$ cat src/rtl/exec_pkg.sv
// exec_pkg: op codes, flag bit positions and FSM encoding shared by the accumulator execution unit
package exec_pkg;
  localparam logic [3:0] OP_LOAD = 4'd0;
  localparam logic [3:0] OP_ADD  = 4'd1;
  localparam logic [3:0] OP_ADC  = 4'd2;
  localparam logic [3:0] OP_SUB  = 4'd3;
  localparam logic [3:0] OP_SBB  = 4'd4;
  localparam logic [3:0] OP_AND  = 4'd5;
  localparam logic [3:0] OP_OR   = 4'd6;
  localparam logic [3:0] OP_XOR  = 4'd7;
  localparam logic [3:0] OP_NOT  = 4'd8;
  localparam logic [3:0] OP_SHL  = 4'd9;
  localparam logic [3:0] OP_SHR  = 4'd10;
  localparam logic [3:0] OP_RCL  = 4'd11;
  localparam logic [3:0] OP_MUL  = 4'd12;
  localparam logic [3:0] OP_CLR  = 4'd13;
  localparam int F_C = 3;
  localparam int F_Z = 2;
  localparam int F_N = 1;
  localparam int F_V = 0;
  typedef enum logic {S_IDLE = 1'b0, S_MUL = 1'b1} state_t;
endpackage

$ cat src/rtl/exec_alu.sv
// exec_alu: combinational result and next {C,Z,N,V} for every single-cycle accumulator op
module exec_alu import exec_pkg::*; #(
  parameter int WIDTH = 8
) (
  input  logic [WIDTH-1:0] a,
  input  logic [WIDTH-1:0] b,
  input  logic [3:0]       f_in,
  input  logic [3:0]       op,
  output logic [WIDTH-1:0] res,
  output logic [3:0]       f_out
);
  logic             cin;
  logic             c;
  logic             v;
  logic [WIDTH:0]   sum;
  logic [WIDTH:0]   dif;
  assign cin = f_in[F_C];
  assign sum = {1'b0, a} + {1'b0, b} + (WIDTH+1)'(op == OP_ADC && cin);
  assign dif = {1'b0, a} - {1'b0, b} - (WIDTH+1)'(op == OP_SBB && cin);
  // result plus carry/overflow for the selected op; no-op codes pass acc through
  always_comb begin
    res = a;
    c = 1'b0;
    v = 1'b0;
    case (op)
      OP_LOAD: begin
        res = b;
        c = f_in[F_C];
        v = f_in[F_V];
      end
      OP_ADD, OP_ADC: begin
        res = sum[WIDTH-1:0];
        c = sum[WIDTH];
        v = (a[WIDTH-1] == b[WIDTH-1]) && (sum[WIDTH-1] != a[WIDTH-1]);
      end
      OP_SUB, OP_SBB: begin
        res = dif[WIDTH-1:0];
        c = dif[WIDTH];
        v = (a[WIDTH-1] != b[WIDTH-1]) && (dif[WIDTH-1] != a[WIDTH-1]);
      end
      OP_AND: res = a & b;
      OP_OR:  res = a | b;
      OP_XOR: res = a ^ b;
      OP_NOT: res = ~a;
      OP_SHL: begin
        res = {a[WIDTH-2:0], 1'b0};
        c = a[WIDTH-1];
      end
      OP_SHR: begin
        res = {1'b0, a[WIDTH-1:1]};
        c = a[0];
      end
      OP_RCL: begin
        res = {a[WIDTH-2:0], cin};
        c = a[WIDTH-1];
      end
      OP_CLR: res = '0;
      default: res = a;
    endcase
  end
  assign f_out = op == OP_CLR ? 4'b0000 : op >= OP_MUL ? f_in : {c, res == '0, res[WIDTH-1], v};
endmodule

$ cat src/rtl/exec_unit.sv
// exec_unit: accumulator datapath with single-cycle ALU ops and a WIDTH-cycle shift-add multiply
module exec_unit import exec_pkg::*; #(
  parameter int WIDTH = 8
) (
  input  logic             clk,
  input  logic             rst_n,
  input  logic             start,
  input  logic [3:0]       op,
  input  logic [WIDTH-1:0] in_b,
  output logic [WIDTH-1:0] acc,
  output logic [WIDTH-1:0] hi,
  output logic [3:0]       flags,
  output logic             busy,
  output logic             done
);
  localparam int CW = $clog2(WIDTH);
  localparam logic [CW-1:0] CNT_INIT = CW'(WIDTH - 1);
  state_t           state;
  state_t           state_d;
  logic [CW-1:0]    cnt;
  logic [WIDTH-1:0] mcand;
  logic [WIDTH-1:0] ph;
  logic [WIDTH-1:0] pl;
  logic [WIDTH-1:0] alu_r;
  logic [WIDTH-1:0] step_hi;
  logic [WIDTH-1:0] step_lo;
  logic [WIDTH:0]   psum;
  logic [3:0]       alu_f;
  logic [3:0]       mul_f;
  logic             go;
  exec_alu #(.WIDTH(WIDTH)) u_alu (
    .a(acc),
    .b(in_b),
    .f_in(flags),
    .op(op),
    .res(alu_r),
    .f_out(alu_f)
  );
  assign go = state == S_IDLE && start;
  assign busy = state == S_MUL;
  // FSM state register
  always_ff @(posedge clk or negedge rst_n)
    if (!rst_n) state <= S_IDLE;
    else state <= state_d;
  // enter MUL on a multiply request, leave after the step taken at count zero
  always_comb state_d = go && op == OP_MUL ? S_MUL : state == S_MUL && cnt != '0 ? S_MUL : S_IDLE;
  // one shift-add step: add multiplicand when the multiplier LSB is set, then shift {carry,hi,lo} right
  always_comb begin
    psum = {1'b0, ph} + (pl[0] ? {1'b0, mcand} : '0);
    step_hi = psum[WIDTH:1];
    step_lo = {psum[0], pl[WIDTH-1:1]};
    mul_f = {step_hi != '0, {step_hi, step_lo} == '0, step_lo[WIDTH-1], step_hi != '0};
  end
  // architectural registers, multiply sequencer and done pulse
  always_ff @(posedge clk or negedge rst_n)
    if (!rst_n) begin
      acc <= '0;
      hi <= '0;
      flags <= '0;
      done <= 1'b0;
      cnt <= '0;
      mcand <= '0;
      ph <= '0;
      pl <= '0;
    end else begin
      done <= 1'b0;
      if (go && op == OP_MUL) begin
        mcand <= acc;
        ph <= '0;
        pl <= in_b;
        cnt <= CNT_INIT;
      end else if (go) begin
        acc <= alu_r;
        flags <= alu_f;
        if (op == OP_CLR) hi <= '0;
        done <= 1'b1;
      end else if (state == S_MUL) begin
        ph <= step_hi;
        pl <= step_lo;
        cnt <= cnt - CW'(1);
        if (cnt == '0) begin
          acc <= step_lo;
          hi <= step_hi;
          flags <= mul_f;
          done <= 1'b1;
        end
      end
    end
endmodule

$ cat config.mk
export PLATFORM = sky130hd
export DESIGN_NAME = exec_unit
export DESIGN_NICKNAME = d
export VERILOG_FILES = /design/src/rtl/exec_pkg.sv /design/src/rtl/exec_alu.sv /design/src/rtl/exec_unit.sv
export SDC_FILE = /design/constraint.sdc
export NUM_CORES = 1
export LEC_CHECK = 0
export ABC_CLOCK_PERIOD_IN_PS = 3900
export CORE_ASPECT_RATIO = 1.5
export CORE_MARGIN = 1.5
export CORE_UTILIZATION = 55
export CTS_CLUSTER_DIAMETER = 100
export DETAILED_ROUTE_END_ITERATION = 12
export GPL_ROUTABILITY_DRIVEN = 0
export PLACE_DENSITY = 0.76
export SLEW_MARGIN = 0
export SYNTH_ARGS = -nofsm -noshare
export SYNTH_HDL_FRONTEND = slang
export SYNTH_SLANG_ARGS = --single-unit
$ cat constraint.sdc
create_clock -name clk -period 3.9 [get_ports clk]
set_input_delay 0.585 -clock clk [delete_from_list [all_inputs] [get_ports clk]]
set_output_delay 0.585 -clock clk [all_outputs]
set_load 0.01 [all_outputs]
==> flow_metrics.py <==
metrics = {
    "run_status": {
        "status": "complete, no violations",
    },
    "sta": {
        "finClkSkew_ns": 0.00604,
        "drv_slew": 0,
        "relSlewSlack_pct": 32.0,
        "maxClockFrequency_ghz": 0.270,
        "period_needed_ns": 3.70,
        "finalHoldViolCount": 0,
        "fin_crit_sh_pct": 94.9,
        "rsz0062_at_grt": "no",
        "fin_ws_ns": 0.197,
        "tns_ns": 0,
        "whs_ns": 0.227,
        "tightest_slew_ns": 1.01,
        "setup_violations": 0,
    },
    "cts": {
        "post_cts_buffers": 0,
        "post_cts_resized": 0,
        "h-tree-depth": 2,
        "hold_buffers": 0,
        "cts_max_path_buffers": 2,
        "cts_num_sinks": 49,
        "cts.clk_slew.worst_paths_ns": 0.07,
        "clk_latency_ns": 0.29,
        "cts-buffers-inserted": 5,
        "cts_tree": "done",
        "root_buffer": "clkbuf_16",
    },
    "die": {
        "start_util_pct": 57.0,
        "fp.dieH_um": 112,
        "ios": 37,
        "coreArea_um2": 7660,
        "row_count": 39,
        "fp.dieW_um": 75.8,
        "die_area_um2": 8490,
    },
    "power": {
        "pwr-share-comb_pct": 60.5,
        "switchingPower_mw": 1.60,
        "leakagePower_nw": 2.32,
        "power_density_nw_per_um2": 685,
        "p_seq_share_pct": 27.4,
        "p_int_mw": 1.92,
        "p_sw_share_pct": 45.6,
        "vdd_drop_max_mv": 0.402,
        "clkPwrFrac_pct": 12.1,
    },
    "route": {
        "drt-pass1-iter-count": 5,
        "wl_mm": 13.4,
        "via_per_inst": 6.47,
        "ant_nets": 0,
        "avgRoutedWirePerCell_um": 19.8,
        "drtIter0Drc": 330,
        "route.detailed.drc": 0,
        "vias": 4398,
    },
    "setup_path": {
        "cp.arrival_ns": 3.91,
        "start_kind": "input pin",
        "cp_max_fo": 2,
        "cp-end-kind": "flop",
        "critical_path_required_ns": 4.11,
        "criticalPathCategory": "input pin to flop",
    },
    "global_routing": {
        "gr-usage-all-layers_pct": 33.1,
        "grt_pass1_vias": 4271,
        "overflow": 0,
        "grt_pass1_wl_mm": 21.3,
        "antenna_found_initial": 0,
        "grt_max_degree": 35,
    },
    "yosys": {
        "yosysWarnings": 0,
        "syn-cell-area_um2": 4370,
        "netlist_top_cells_count": "69 x nand2_1, 49 x dfrtp_1, 40 x ha_1",
        "synth.avg_cell_area_um2": 8.32,
        "synth_top_area_share_pct": 28.1,
        "synth_seq_cells": 49,
        "synth-async-reset-ratio_pct": 100,
        "yosys_most_used_dff": "dfrtp_1",
        "synthCells": 525,
        "synth.most_common_cell": "nand2_1",
        "synth_area_leader_cell": "dfrtp_1",
        "ys_types": 70,
        "synth_seq_area_share_pct": 28.1,
        "synth_area_leaders": "dfrtp_1 28%, ha_1 11%, nand2_1 5.9%",
        "syn_nets": 585,
        "synth_edf_count": 0,
    },
    "placement": {
        "io_buffer_count": 36,
        "dp_slack_ns": -0.0769,
        "dp_hpwl_mm": 10.3,
    },
    "job": {
        "cap_viol_max_count": 0,
    },
    "worst_hold_path": {
        "hp-class": "input pin to asynchronous set/reset pin",
    },
    "cells_and_area": {
        "n_fill_cell": 665,
        "syn_to_final_growth_pct": 17.7,
        "finalNetCount": 637,
        "antenna-diode-count": 0,
        "drive_above_1_share_pct": 9.69,
    },
}
critical path, stage by stage:
cell and delay [ns]:
clkdlybuf4s50_1 0.47, nor2b_1 0.17, nand3_1 0.12, fa_1 0.53, inv_1 0.05, ha_1 0.18
o21a_1 0.20, or4_2 0.54, a311oi_1 0.28, o221ai_1 0.19, a21oi_1 0.24, nand4_1 0.13
o31ai_2 0.22
sequential cells by signal, summed over array words and instances (netlist names):
name	flops
ph	8
hi	8
done	1
acc	8
pl	8
cnt	3
mcand	8
busy	1
flags	4
per-layer routing:
layer | vias up | wire length (µm) | global-route usage, %
li1 | 2027 | - | -
met1 | 2070 | 4710 | 37.1
met2 | 231 | 6920 | 56.3
met3 | 70 | 896 | 4.76
met4 | 0 | 919 | 21.0
met5 | - | 0 | 0
cell families (layout without fill, tap and decap cells):
logic type | count (synthesis) | count (layout) | synth area share [%]
adders and majority gates | 45 | 45 | 13.8
buffers and inverters | 59 | 112 | 5.30
AOI/OAI and AO/OA | 183 | 183 | 29.3
DFF | 49 | 49 | 28.1
muxes | 6 | 6 | 1.40
and+or+nand+nor | 166 | 166 | 18.7
xor gates and xnor gates | 17 | 17 | 3.41
final timing paths:
path	startpoint	slack [ns]	cells past startpoint	to
worst min-delay path	rst_n	0.23	1	hi[0]$_DFFE_PN0P_
min in group clk	mcand[0]$_DFFE_PN0P_	0.48	2	mcand[0]$_DFFE_PN0P_
max in group asynchronous	rst_n	2.94	2	hi[7]$_DFFE_PN0P_
worst max register to register	pl[0]$_DFFE_PN0P_	0.54	10	flags[3]$_DFFE_PN0P_
worst min register to register	mcand[0]$_DFFE_PN0P_	0.48	2	mcand[0]$_DFFE_PN0P_
worst max-delay path	op[2]	0.20	13	flags[2]$_DFFE_PN0P_
layout by cell type, fill, tap and decap left out, drive strengths merged, types with 10 or more instances in the layout:
cell type and n:
xnor2 11, nor2 25, a21oi 29, and2 11, ha 40, buf 35, inv 32, clkdlybuf4s50 35
nand2b 10, dfrtp 49, o22ai 10, nand2 69, o21ai 38, a22oi 17
layout make-up:
type	instances	area (µm²)	share of cell area [%]
multi-input combinational	417	2910	56.6
inverter	34	128	2.48
clock buffer	7	133	2.58
tap	102	128	2.48
sequential	49	1230	23.9
timing repair buffer	70	611	11.9
clock inverter	1	7.51	0.146
stage by stage:
stage / instances / instance area [µm²] / power [mW] / utilization [%]
after CTS: 680 / 5140 / 3.49 / 67.1
after global placement: 672 / 5000 / 2.99 / 65.3
after floorplan: 525 / 4370 / 2.29 / -
after detailed placement: 672 / 5000 / 3.05 / 65.3
final: 680 / 5140 / 3.52 / 67.1
after global routing: 680 / 5140 / 3.77 / 67.1
power by group through the flow:
| stage | sequential [mW] | combinational (mW) | clock [mW] |
|---|---|---|---|
| finish | 0.964 | 2.13 | 0.427 |
| global route | 0.982 | 2.33 | 0.455 |
| CTS | 0.955 | 2.10 | 0.431 |
| detailed placement | 0.961 | 2.09 | 0 |
| global placement | 0.952 | 2.04 | 0 |
| floorplan | 0.924 | 1.36 | 0 |
Note: power is estimated with default switching activity, not from simulation.
